==> config.mk <==
export PLATFORM = sky130hd
export DESIGN_NAME = bus_arbiter
export DESIGN_NICKNAME = d
export VERILOG_FILES = /design/src/rtl/bus_arbiter.sv
export SDC_FILE = /design/constraint.sdc
export NUM_CORES = 1
export LEC_CHECK = 0
export CAP_MARGIN = 20
export CORE_UTILIZATION = 30
export DETAILED_ROUTE_END_ITERATION = 6
export GPL_ROUTABILITY_DRIVEN = 1
export PLACE_DENSITY = 0.72
export REMOVE_ABC_BUFFERS = 1
export SLEW_MARGIN = 10
export SYNTH_ARGS = -nofsm -noshare
export SYNTH_HDL_FRONTEND = slang
export SYNTH_SLANG_ARGS = --single-unit
export TNS_END_PERCENT = 5
==> constraint.sdc <==
create_clock -name clk -period 5.6 [get_ports clk]
set_input_delay 1.12 -clock clk [delete_from_list [all_inputs] [get_ports clk]]
set_output_delay 1.12 -clock clk [all_outputs]
set_load 0.05 [all_outputs]
==> src/rtl/bus_arbiter.sv <==
// Round-robin arbiter between the fetch and load/store ports of the RV32I core,
// sequencing one shared-bus transaction at a time with a completion timeout.
module bus_arbiter #(
    parameter int ADDR_W  = 32,
    parameter int DATA_W  = 32,
    parameter int TIMEOUT = 255
) (
    input  logic              clk,
    input  logic              rst,
    input  logic              i_req,
    input  logic [ADDR_W-1:0] i_addr,
    output logic [DATA_W-1:0] i_data,
    output logic              i_done,
    output logic              i_err,
    input  logic              d_req,
    input  logic              d_we,
    input  logic [ADDR_W-1:0] d_addr,
    input  logic [DATA_W-1:0] d_wdata,
    input  logic [3:0]        d_sel,
    output logic [DATA_W-1:0] d_rdata,
    output logic              d_done,
    output logic              d_err,
    output logic [ADDR_W-1:0] bus_addr,
    output logic [DATA_W-1:0] bus_wdata,
    output logic [3:0]        bus_sel,
    output logic              bus_read,
    output logic              bus_write,
    input  logic              bus_busy,
    input  logic              bus_ack,
    input  logic [DATA_W-1:0] bus_rdata
);
    localparam int CNT_W = $clog2(TIMEOUT + 1);

    typedef enum logic [1:0] {IDLE, ISSUE, WAIT_ACK, RESP} state_t;

    state_t            r_state, w_state_nxt;
    logic [CNT_W-1:0]  r_cnt, w_cnt_nxt;
    logic              r_gnt_d, w_gnt_d_nxt;   // current grant in flight, last grant while IDLE
    logic              r_we, w_we_nxt;
    logic              r_err, w_err_nxt;
    logic [DATA_W-1:0] r_rdata, w_rdata_nxt;
    logic [ADDR_W-1:0] r_addr, w_addr_nxt;
    logic [DATA_W-1:0] r_wdata, w_wdata_nxt;
    logic [3:0]        r_sel, w_sel_nxt;
    logic              w_timeout;
    logic              w_cmd;
    logic              w_resp;

    assign w_timeout = (r_cnt == CNT_W'(TIMEOUT));

    always_comb begin
        // NOTE: every signal driven here gets a default first so no path can infer a latch.
        w_state_nxt = r_state;
        w_cnt_nxt   = r_cnt;
        w_gnt_d_nxt = r_gnt_d;
        w_we_nxt    = r_we;
        w_err_nxt   = r_err;
        w_rdata_nxt = r_rdata;
        w_addr_nxt  = r_addr;
        w_wdata_nxt = r_wdata;
        w_sel_nxt   = r_sel;

        unique case (r_state)
            IDLE: begin
                if (i_req || d_req) begin
                    // Under contention the port that did not win last time goes next.
                    w_gnt_d_nxt = d_req && (!i_req || !r_gnt_d);
                    w_cnt_nxt   = '0;
                    w_state_nxt = ISSUE;
                    if (w_gnt_d_nxt) begin
                        w_addr_nxt  = d_addr;
                        w_wdata_nxt = d_wdata;
                        w_sel_nxt   = d_sel;
                        w_we_nxt    = d_we;
                    end else begin
                        w_addr_nxt  = i_addr;
                        w_wdata_nxt = '0;
                        w_sel_nxt   = 4'hF;
                        w_we_nxt    = 1'b0;
                    end
                end
            end
            ISSUE: begin
                if (w_timeout) begin
                    w_state_nxt = RESP;
                    w_err_nxt   = 1'b1;
                    w_rdata_nxt = '0;
                end else if (!bus_busy) begin
                    w_state_nxt = WAIT_ACK;
                end else begin
                    w_cnt_nxt = r_cnt + 1'b1;
                end
            end
            WAIT_ACK: begin
                // Timeout wins over an ack arriving in the same cycle.
                if (w_timeout) begin
                    w_state_nxt = RESP;
                    w_err_nxt   = 1'b1;
                    w_rdata_nxt = '0;
                end else if (bus_ack) begin
                    w_state_nxt = RESP;
                    w_err_nxt   = 1'b0;
                    w_rdata_nxt = r_we ? '0 : bus_rdata;
                end else begin
                    w_cnt_nxt = r_cnt + 1'b1;
                end
            end
            RESP: begin
                w_state_nxt = IDLE;
            end
            default: begin
                w_state_nxt = IDLE;
            end
        endcase
    end

    always_ff @(posedge clk) begin
        // NOTE: the latched bus fields are reset too, so every output reads 0 after reset.
        if (rst) begin
            r_state <= IDLE;
            r_cnt   <= '0;
            r_gnt_d <= 1'b0;
            r_we    <= 1'b0;
            r_err   <= 1'b0;
            r_rdata <= '0;
            r_addr  <= '0;
            r_wdata <= '0;
            r_sel   <= '0;
        end else begin
            // NOTE: non-blocking so all registers update from the same pre-edge values.
            r_state <= w_state_nxt;
            r_cnt   <= w_cnt_nxt;
            r_gnt_d <= w_gnt_d_nxt;
            r_we    <= w_we_nxt;
            r_err   <= w_err_nxt;
            r_rdata <= w_rdata_nxt;
            r_addr  <= w_addr_nxt;
            r_wdata <= w_wdata_nxt;
            r_sel   <= w_sel_nxt;
        end
    end

    // The command is withdrawn in the cycle the timeout fires.
    assign w_cmd     = (r_state == ISSUE) && !w_timeout;
    assign w_resp    = (r_state == RESP);
    assign bus_read  = w_cmd && !r_we;
    assign bus_write = w_cmd && r_we;
    assign bus_addr  = r_addr;
    assign bus_wdata = r_wdata;
    assign bus_sel   = r_sel;

    assign i_done  = w_resp && !r_gnt_d;
    assign d_done  = w_resp && r_gnt_d;
    assign i_err   = i_done && r_err;
    assign d_err   = d_done && r_err;
    assign i_data  = i_done ? r_rdata : '0;
    assign d_rdata = d_done ? r_rdata : '0;
endmodule

### Word-level counts from Yosys, hierarchy flattened

Cells that the tools add are included.

* flip-flop bits (word level): 113
* bits of input ports: 139
* word-level logic and storage cells: 70
* output and inout bits: 138

* equality and inequality tests: 12
* add/sub/neg operators: 1
* multiplexer cells: 27
* reduce and logical (&&, ||, !) cells: 21

Operators by type and width (number)
* $mux 32: 8
* $pmux 32 s2: 1
* $mux 8: 5
* $pmux 8 s3: 1
* $ne 2x2->1 const B: 6
* $mux 2: 5
* $add 8x1->8 const B: 1
* $eq 8x8->1 const B: 1
* $logic_and 1x1->1: 8
* $pmux 2 s4: 1
* $ne 3x3->1 const B: 2
* $reduce_and 3->1: 2
* $reduce_and 6->1: 1
* $eq 2x2->1 const B: 2
* $logic_not 1->1: 4
* $mux 1: 4
* $mux 4: 1
* $reduce_bool 3->1: 1
* $eq 2x1->1 const B: 1
* $logic_not 2->1: 1
* $logic_or 1x1->1: 2
* $pmux 1 s2: 1
* $reduce_and 2->1: 1
* $reduce_bool 2->1: 1

### Longest topological paths before layout

Gate-level depths: netlist (run 1).

* depth in word-level cells: 4
* depth in mapped cells: 7
* depth with buffers taken out: 6

### Worst setup path after synthesis (run 1)

Ideal clock, no wire load.

* path type: register to output
* from: register r_state[1]
* to: output port i_data[22]
* path buffers: 1
* stages on the path, launching flop included: 5
* path slack: 2.452 ns
* arrival time: 2.028 ns
* path through: dfxtp_1 -> ha_1 -> nor2b_1 -> clkbuf_1 -> and2_1

* word-level cells in the longest chain between the ends: 3

Ends and longest elaborated chain
* from (decl): line 36 `state_t r_state, w_state_nxt;`
* from (signal assigned): line 131 `r_state <= w_state_nxt;`
* $eq 2x2->1: line 145 `assign w_resp = (r_state == RESP);`
* $logic_and 1x1->1: line 152 `assign i_done = w_resp && !r_gnt_d;`
* net i_done: line 13 `output logic i_done,`
* $mux 32: line 156 `assign i_data = i_done ? r_rdata : '0;`
* to (decl): line 12 `output logic [DATA_W-1:0] i_data,`

The timed path passes the listed nets, and every way through them passes these cells.

### Worst setup path after layout (run 1)

* from: register r_cnt[0]
* to: output port bus_write

* word-level cells in the longest chain between the ends: 4

Ends and longest elaborated chain
* from (decl): line 37 `logic [CNT_W-1:0] r_cnt, w_cnt_nxt;`
* from (signal assigned): line 132 `r_cnt <= w_cnt_nxt;`
* $eq 8x8->1: line 49 `assign w_timeout = (r_cnt == CNT_W'(TIMEOUT));`
* $logic_not 1->1: line 144 `assign w_cmd = (r_state == ISSUE) && !w_timeout;`
* $logic_and 1x1->1: line 144
* $logic_and 1x1->1: line 147 `assign bus_write = w_cmd && r_we;`
* to (decl): line 27 `output logic bus_write,`

Every way passes these cells.

==> results of run 1 <==
## layout by cell type, fill, tap and decap left out, types with 3 or more instances in the layout
master and n:
nand4_1 32, inv_1 3, clkbuf_16 17, clkdlybuf4s50_1 275, clkbuf_1 4, ha_1 6, a211oi_1 32, and2_1 35
o2111ai_1 4, clkinv_2 5, a22oi_1 34, o211ai_1 8, dfxtp_1 113, nor2_1 78, nand2_1 15, and3_1 35
mux2i_1 35, nor3_1 11, o32a_1 5, buf_4 13, o21ai_1 4, nand2b_1 8, o21ai_0 30, a21oi_1 36
## area by class of cell
type                            instances  area [sq um]  area share
Sequential cell                       113          2262      0.2582
Clock buffer                           22         454.2     0.05185
Multi-Input combinational cell        439          2808      0.3205
Inverter                                3         11.26    0.001286
Timing Repair Buffer                  288          2850      0.3254
Tap cell                              229         286.5     0.03271
Clock inverter                         10         87.58    0.009999
## kinds of logic (layout without fill, tap and decap cells)
kind of cell,after synthesis,in the layout
AND/OR/NAND/NOR,231,231
flip-flops,113,113
AO/OA/AOI/OAI,167,167
buffers and inverters,65,323
adder cells (fa/ha/maj),6,6
multiplexers,35,35
## per-stage QoR
| stage | std cells | power [W] | area [sq um] |
|---|---|---|---|
| finish | 1104 | 0.004032 | 8760 |
| global route | 1104 | 0.004271 | 8760 |
| CTS | 1104 | 0.004076 | 8760 |
| detailed placement | 1072 | 0.003060 | 8218 |
| global placement | 1072 | 0.003049 | 8218 |
| floorplan | 555 | 0.002324 | 5065 |
## worst reg2reg max path, stage by stage (launching register included)
cell      delay [ns]
dfxtp_1         0.36
inv_1           0.11
ha_1            0.29
buf_4           0.39
inv_1           0.41
buf_4           0.34
nor4b_1         0.33
o211ai_1        0.13
o211ai_1        0.12
## routing by layer
layer | GRT usage | share of wire
met4 | 0.06044 | 0.017
met3 | 0.06623 | 0.082
met5 | 0 | 0
met2 | 0.3081 | 0.49
met1 | 0.2132 | 0.41
## registers in the layout, summed over array words and instances, names as in the netlist
signal and flops:
r_cnt 8, r_gnt_d 1, bus_wdata 32, bus_sel 4, r_err 1, bus_addr 32, r_state 2, r_rdata 32
r_we 1
## final timing paths
kind | start | endpoint | slack, ns
max reg2reg | r_state[0] | r_cnt[2] | 3.04
min reg2reg | r_rdata[17] | r_rdata[17] | 0.48
max | r_cnt[0] | bus_write | 2.05
min | r_rdata[17] | r_rdata[17] | 0.48
## power by group
| group | total (W) | internal, W | switching, W | leakage (nW) |
|---|---|---|---|---|
| clock | 0.000992 | 0.000618 | 0.000374 | 0.264 |
| combinational | 0.00195 | 0.000619 | 0.00133 | 2.12 |
| sequential | 0.00109 | 0.000984 | 0.000108 | 0.925 |
==> impl_metrics.env, run 1 <==
export IMPL_tightestPinTransition_ns=0.7652
export IMPL_ios=277
export IMPL_synth_compound_area_share=0.2090
export IMPL_clk_pin_slew_ns=0.05
export IMPL_htreeDepth=4
export IMPL_status="complete, no violations"
export IMPL_clk_latency_ns=0.41
export IMPL_nets=1007
export IMPL_rsz0062_at_grt="false"
export IMPL_clk_path_buf_depth=2
export IMPL_place_congestion=0.8099
export IMPL_area_growth_pct=59.73
export IMPL_cts_root_buffer="clkbuf_16"
export IMPL_rows=49
export IMPL_end_kind="primary output"
export IMPL_synth_xor_area_share=0
export IMPL_synth_avg_cell_area_sq_um=8.888
export IMPL_die_w_microns=137.2
export IMPL_ys_flop_type="dfxtp_1"
export IMPL_slowest_delay_ns=0.72
export IMPL_dieArea_sq_um=18830
export IMPL_track_usage=0.1826
export IMPL_drc=0
export IMPL_cts_resized=0
export IMPL_synth_area_sq_um=5484
export IMPL_layout_drive_gt1_share=0.06514
export IMPL_ctsHoldBuffers=0
export IMPL_grt_pass1_wl_microns=26570
export IMPL_synth_fa_ha_area_frac=0.01369
export IMPL_worstPathMaxFanout=11
export IMPL_hpwl_microns=12050
export IMPL_routed_wl_microns=17250
export IMPL_ir_drop_mv=0.2686
export IMPL_critPathBufInv=1
export IMPL_finalHoldViolations=0
export IMPL_fmax_ghz=0.2816
export IMPL_setup_tns_ns=0
export IMPL_syn_inst=617
export IMPL_yosysWarnings=0
export IMPL_synth_top_family_by_area="simple AND/OR/NAND/NOR gates"
export IMPL_post_synth_top_count_cell="dfxtp_1"
export IMPL_num_fill_cells=1735
export IMPL_critPathKind="flip-flop to primary output"
export IMPL_slowest_stage="clkdlybuf4s50_1"
export IMPL_num_antenna_cells=0
export IMPL_p_per_area_nw_per_um2=460.3
export IMPL_slew_viol_final=0
export IMPL_synth_cell_types=53
export IMPL_hold_depth=2
export IMPL_cts_tree="yes"
export IMPL_wire_per_inst_microns=15.62
export IMPL_netlist_top_cells_count="113 x dfxtp_1, 78 x nor2_1, 36 x a21oi_1"
export IMPL_hp_class="flip-flop to flip-flop"
export IMPL_period_share=0.6342
export IMPL_skew_ns=0.009466
export IMPL_synth_top_area_frac=0.4125
export IMPL_grt_overflow=0
export IMPL_dieHeight_microns=137.2
export IMPL_synthArstFlopShare=0
export IMPL_synth_area_leader_cell="dfxtp_1"
export IMPL_path_cells="ha_1 > and4_4 > nand2_1 > and3_1 > clkdlybuf4s50_1"
export IMPL_port_buffers=276
export IMPL_via_per_inst=4.979
export IMPL_holdWs_ns=0.4790
export IMPL_timing_final_ws_setup_ns=2.049
export IMPL_synth_edf_count=0
export IMPL_cts_setup_buffers=0
export IMPL_ys_seq_elements=113
export IMPL_ant_nets=0
export IMPL_cts_sinks=113
export IMPL_relSlewSlack=0.4891
export IMPL_max_cap_viol_count=0
export IMPL_cpLargestDelayFamily="buffers and inverters"
export IMPL_place_ws_ns=2.481
export IMPL_synth_area_leaders="dfxtp_1 41%, mux2i_1 6.4%, nor2_1 5.3%"
export IMPL_critPathLaunchType="flip-flop"
export IMPL_initialDrtViolationCount=267
export IMPL_final_util=0.4876
export IMPL_vias=5497
export IMPL_grt_max_degree=74
export IMPL_p_leak_nw=3.309
export IMPL_required_ns=4.48
export IMPL_antenna_found_initial=0
export IMPL_ys_seq_area_frac=0.4125
export IMPL_path_depth=5
export IMPL_reg2regPathDepth=8
export IMPL_finalCriticalPeriod_ns=3.551
export IMPL_synth_simple_area_share=0.2225
export IMPL_numCtsBuffers=17
export IMPL_grt_pass1_vias=5082
export IMPL_synth_mux_area_frac=0.06388
export IMPL_first_pass_iters=5
export IMPL_setup_viol=0
export IMPL_coreArea_sq_um=17960
export IMPL_start_util=0.3053
export IMPL_crit_arrival_ns=2.43
No activity file was read; power rests on OpenSTA's default activity.
==> run 2: changes to the inputs <==
--- a/config.mk
+++ b/config.mk
@@ -9,7 +9,7 @@
 export CORE_UTILIZATION = 30
 export DETAILED_ROUTE_END_ITERATION = 6
 export GPL_ROUTABILITY_DRIVEN = 1
-export PLACE_DENSITY = 0.72
+export PLACE_DENSITY = 0.74
 export REMOVE_ABC_BUFFERS = 1
 export SLEW_MARGIN = 10
 export SYNTH_ARGS = -nofsm -noshare
==> constraint.sdc (replaced) <==
create_clock -name clk -period 2.89 [get_ports clk]
set_input_delay 0.578 -clock clk [delete_from_list [all_inputs] [get_ports clk]]
set_output_delay 0.578 -clock clk [all_outputs]
set_load 0.05 [all_outputs]
==> run 2 against run 1 <==
Total power increased by 100%. Core utilization increased by 3.0 points. Hold slack improved by 0.0018 ns. Count of clock-buffer cells in the layout decreased by 1. Largest cell class unchanged. Critical path type unchanged.
==> impl_metrics.env, run 2 (synthesized netlist as in run 1, its figures left out) <==
export IMPL_place_area_sq_um=8673
export IMPL_layout_drive_gt1_share=0.1542
export IMPL_area_growth_pct=69.52
export IMPL_place_congestion=0.7906
export IMPL_slew_viol_final=0
export IMPL_grt_overflow=0
export IMPL_rsz0062_at_grt="false"
export IMPL_final_util=0.5175
export IMPL_grt_pass1_vias=5439
export IMPL_status="complete, no violations"
export IMPL_mostFrequentLayoutCell="clkdlybuf4s50_1"
export IMPL_cts_resized=1
export IMPL_ir_drop_mv=0.4950
export IMPL_crit_end="bus_write"
export IMPL_crit_reg2reg_capture="r_rdata[28]"
export IMPL_htreeDepth=4
export IMPL_max_cap_viol_count=0
export IMPL_tightestPinTransition_ns=0.6940
export IMPL_hp_class="flip-flop to flip-flop"
export IMPL_die_w_microns=137.2
export IMPL_worstPathMaxFanout=11
export IMPL_startpoint="r_cnt[0]"
export IMPL_numCtsBuffers=17
export IMPL_holdWs_ns=0.4807
export IMPL_cts_setup_buffers=0
export IMPL_period_share=0.9297
export IMPL_num_fill_cells=1611
export IMPL_fmax_ghz=0.3722
export IMPL_track_usage=0.1880
export IMPL_first_pass_iters=4
export IMPL_clk_latency_ns=0.41
export IMPL_initialDrtViolationCount=233
export IMPL_grt_pass1_wl_microns=27390
export IMPL_p_per_area_nw_per_um2=881.1
export IMPL_reg2reg_from="r_cnt[0]"
export IMPL_finalHoldViolations=0
export IMPL_drc=0
export IMPL_ctsHoldBuffers=0
export IMPL_path_cells="ha_1 > and4_4 > nand2_1 > and3_1 > dlygate4sd2_1"
export IMPL_relSlewSlack=0.5374
export IMPL_cts_tree="yes"
export IMPL_critPathKind="flip-flop to primary output"
export IMPL_ant_nets=0
export IMPL_required_ns=2.31
export IMPL_critPathLaunchType="flip-flop"
export IMPL_coreArea_sq_um=17960
export IMPL_dieArea_sq_um=18830
export IMPL_vias=5602
export IMPL_port_buffers=276
export IMPL_ios=277
export IMPL_start_util=0.3053
export IMPL_antenna_found_initial=0
export IMPL_dieHeight_microns=137.2
export IMPL_routed_wl_microns=17390
export IMPL_slowest_delay_ns=0.43
export IMPL_setup_viol=0
export IMPL_slowest_stage="dlygate4sd2_1"
export IMPL_reg2reg_slack_ns=0.85
export IMPL_hp_start="r_rdata[12]"
export IMPL_design_area_sq_um=9296
export IMPL_clk_path_buf_depth=2
export IMPL_hpwl_microns=12190
export IMPL_cts_root_buffer="clkbuf_16"
export IMPL_via_per_inst=5.042
export IMPL_grt_max_degree=69
export IMPL_final_cell_mix="205 x clkdlybuf4s50_1, 113 x dfxtp_1, 78 x nor2_1"
export IMPL_rows=49
export IMPL_wire_per_inst_microns=15.66
export IMPL_end_kind="primary output"
export IMPL_crit_arrival_ns=2.11
export IMPL_clk_pin_slew_ns=0.06
export IMPL_reg2regPathDepth=6
export IMPL_cts_sinks=113
export IMPL_p_leak_nw=3.655
export IMPL_setup_tns_ns=0
export IMPL_skew_ns=0.01263
export IMPL_nets=1014
export IMPL_finalCriticalPeriod_ns=2.687
export IMPL_num_antenna_cells=0
-- run 2: cell types whose count changed in the layout (fill, tap and decap cells not counted) --
cell,previous run,this run
clkbuf_8,1,3
clkinv_4,2,4
buf_4,13,43
clkinv_2,5,1
bufinv_16,1,3
inv_6,0,1
clkdlybuf4s50_1,275,205
dlygate4sd2_1,0,1
buf_12,0,46
clkbuf_1,4,1
-- run 2: stage by stage --
| stage | cells | total power, W | setup WS, ns |
|---|---|---|---|
| global route | 1111 | 0.008661 | 0.09294 |
| global placement | 1079 | 0.006013 | 0.3780 |
| CTS | 1111 | 0.008284 | 0.2016 |
| detailed placement | 1079 | 0.006049 | 0.3594 |
| finish | 1111 | 0.008191 | 0.2032 |
| floorplan | 555 | 0.004504 | -1.116 |
-- run 2: per-layer routing --
metal	part of all wire	routed length (microns)	global-route usage	up-vias
met2	0.48	8376	0.3207	217
met4	0.021	367	0.07631	0
met3	0.086	1501	0.06549	20
met1	0.41	7148	0.2133	2607
li1	-	-	-	2758
met5	0	0	0	-
-- run 2: worst max-delay path, delay by kind of cell (launching register included) --
family / cells / cell delay [ns]
DFF: 1 / 0.39
buffers and inverters: 1 / 0.43
adders and majority gates: 1 / 0.22
and+or+nand+nor: 3 / 0.66
-- run 2: report_power, final --
group	total, W	switching (W)	internal (W)
registers	0.00211	0.000200	0.00191
clock network	0.00219	0.000762	0.00143
logic	0.00389	0.00260	0.00129
total	0.00819	0.00356	0.00463
-- run 2: cell type report --
class                      instances  area [sq um]  share of cell area
timing repair buffer             295          3304              0.3555
multi-input combinational        439          2808              0.3020
sequential                       113          2262              0.2433
clock buffer                      21         470.5             0.05061
tap                              229         286.5             0.03082
clock inverter                    11         153.9             0.01655
inverter                           3         11.26            0.001211
-- run 2: worst min-delay path by stage --
stage	slack [ns]	cells after the start	end
after floorplan	0.45	2	r_err
final	0.48	2	r_rdata[12]
after global routing	0.51	2	r_err
after global placement	0.46	2	r_rdata[1]
after CTS	0.48	2	r_rdata[18]
after detailed placement	0.47	2	r_rdata[18]
==> run 3: changes to the inputs <==
--- a/config.mk
+++ b/config.mk
@@ -11,7 +11,7 @@
 export GPL_ROUTABILITY_DRIVEN = 1
 export PLACE_DENSITY = 0.74
 export REMOVE_ABC_BUFFERS = 1
-export SLEW_MARGIN = 10
+export SLEW_MARGIN = 20
 export SYNTH_ARGS = -nofsm -noshare
 export SYNTH_HDL_FRONTEND = slang
 export SYNTH_SLANG_ARGS = --single-unit
==> results of run 3 <==
Final layout, timing and power as in run 2 (identical DEF).
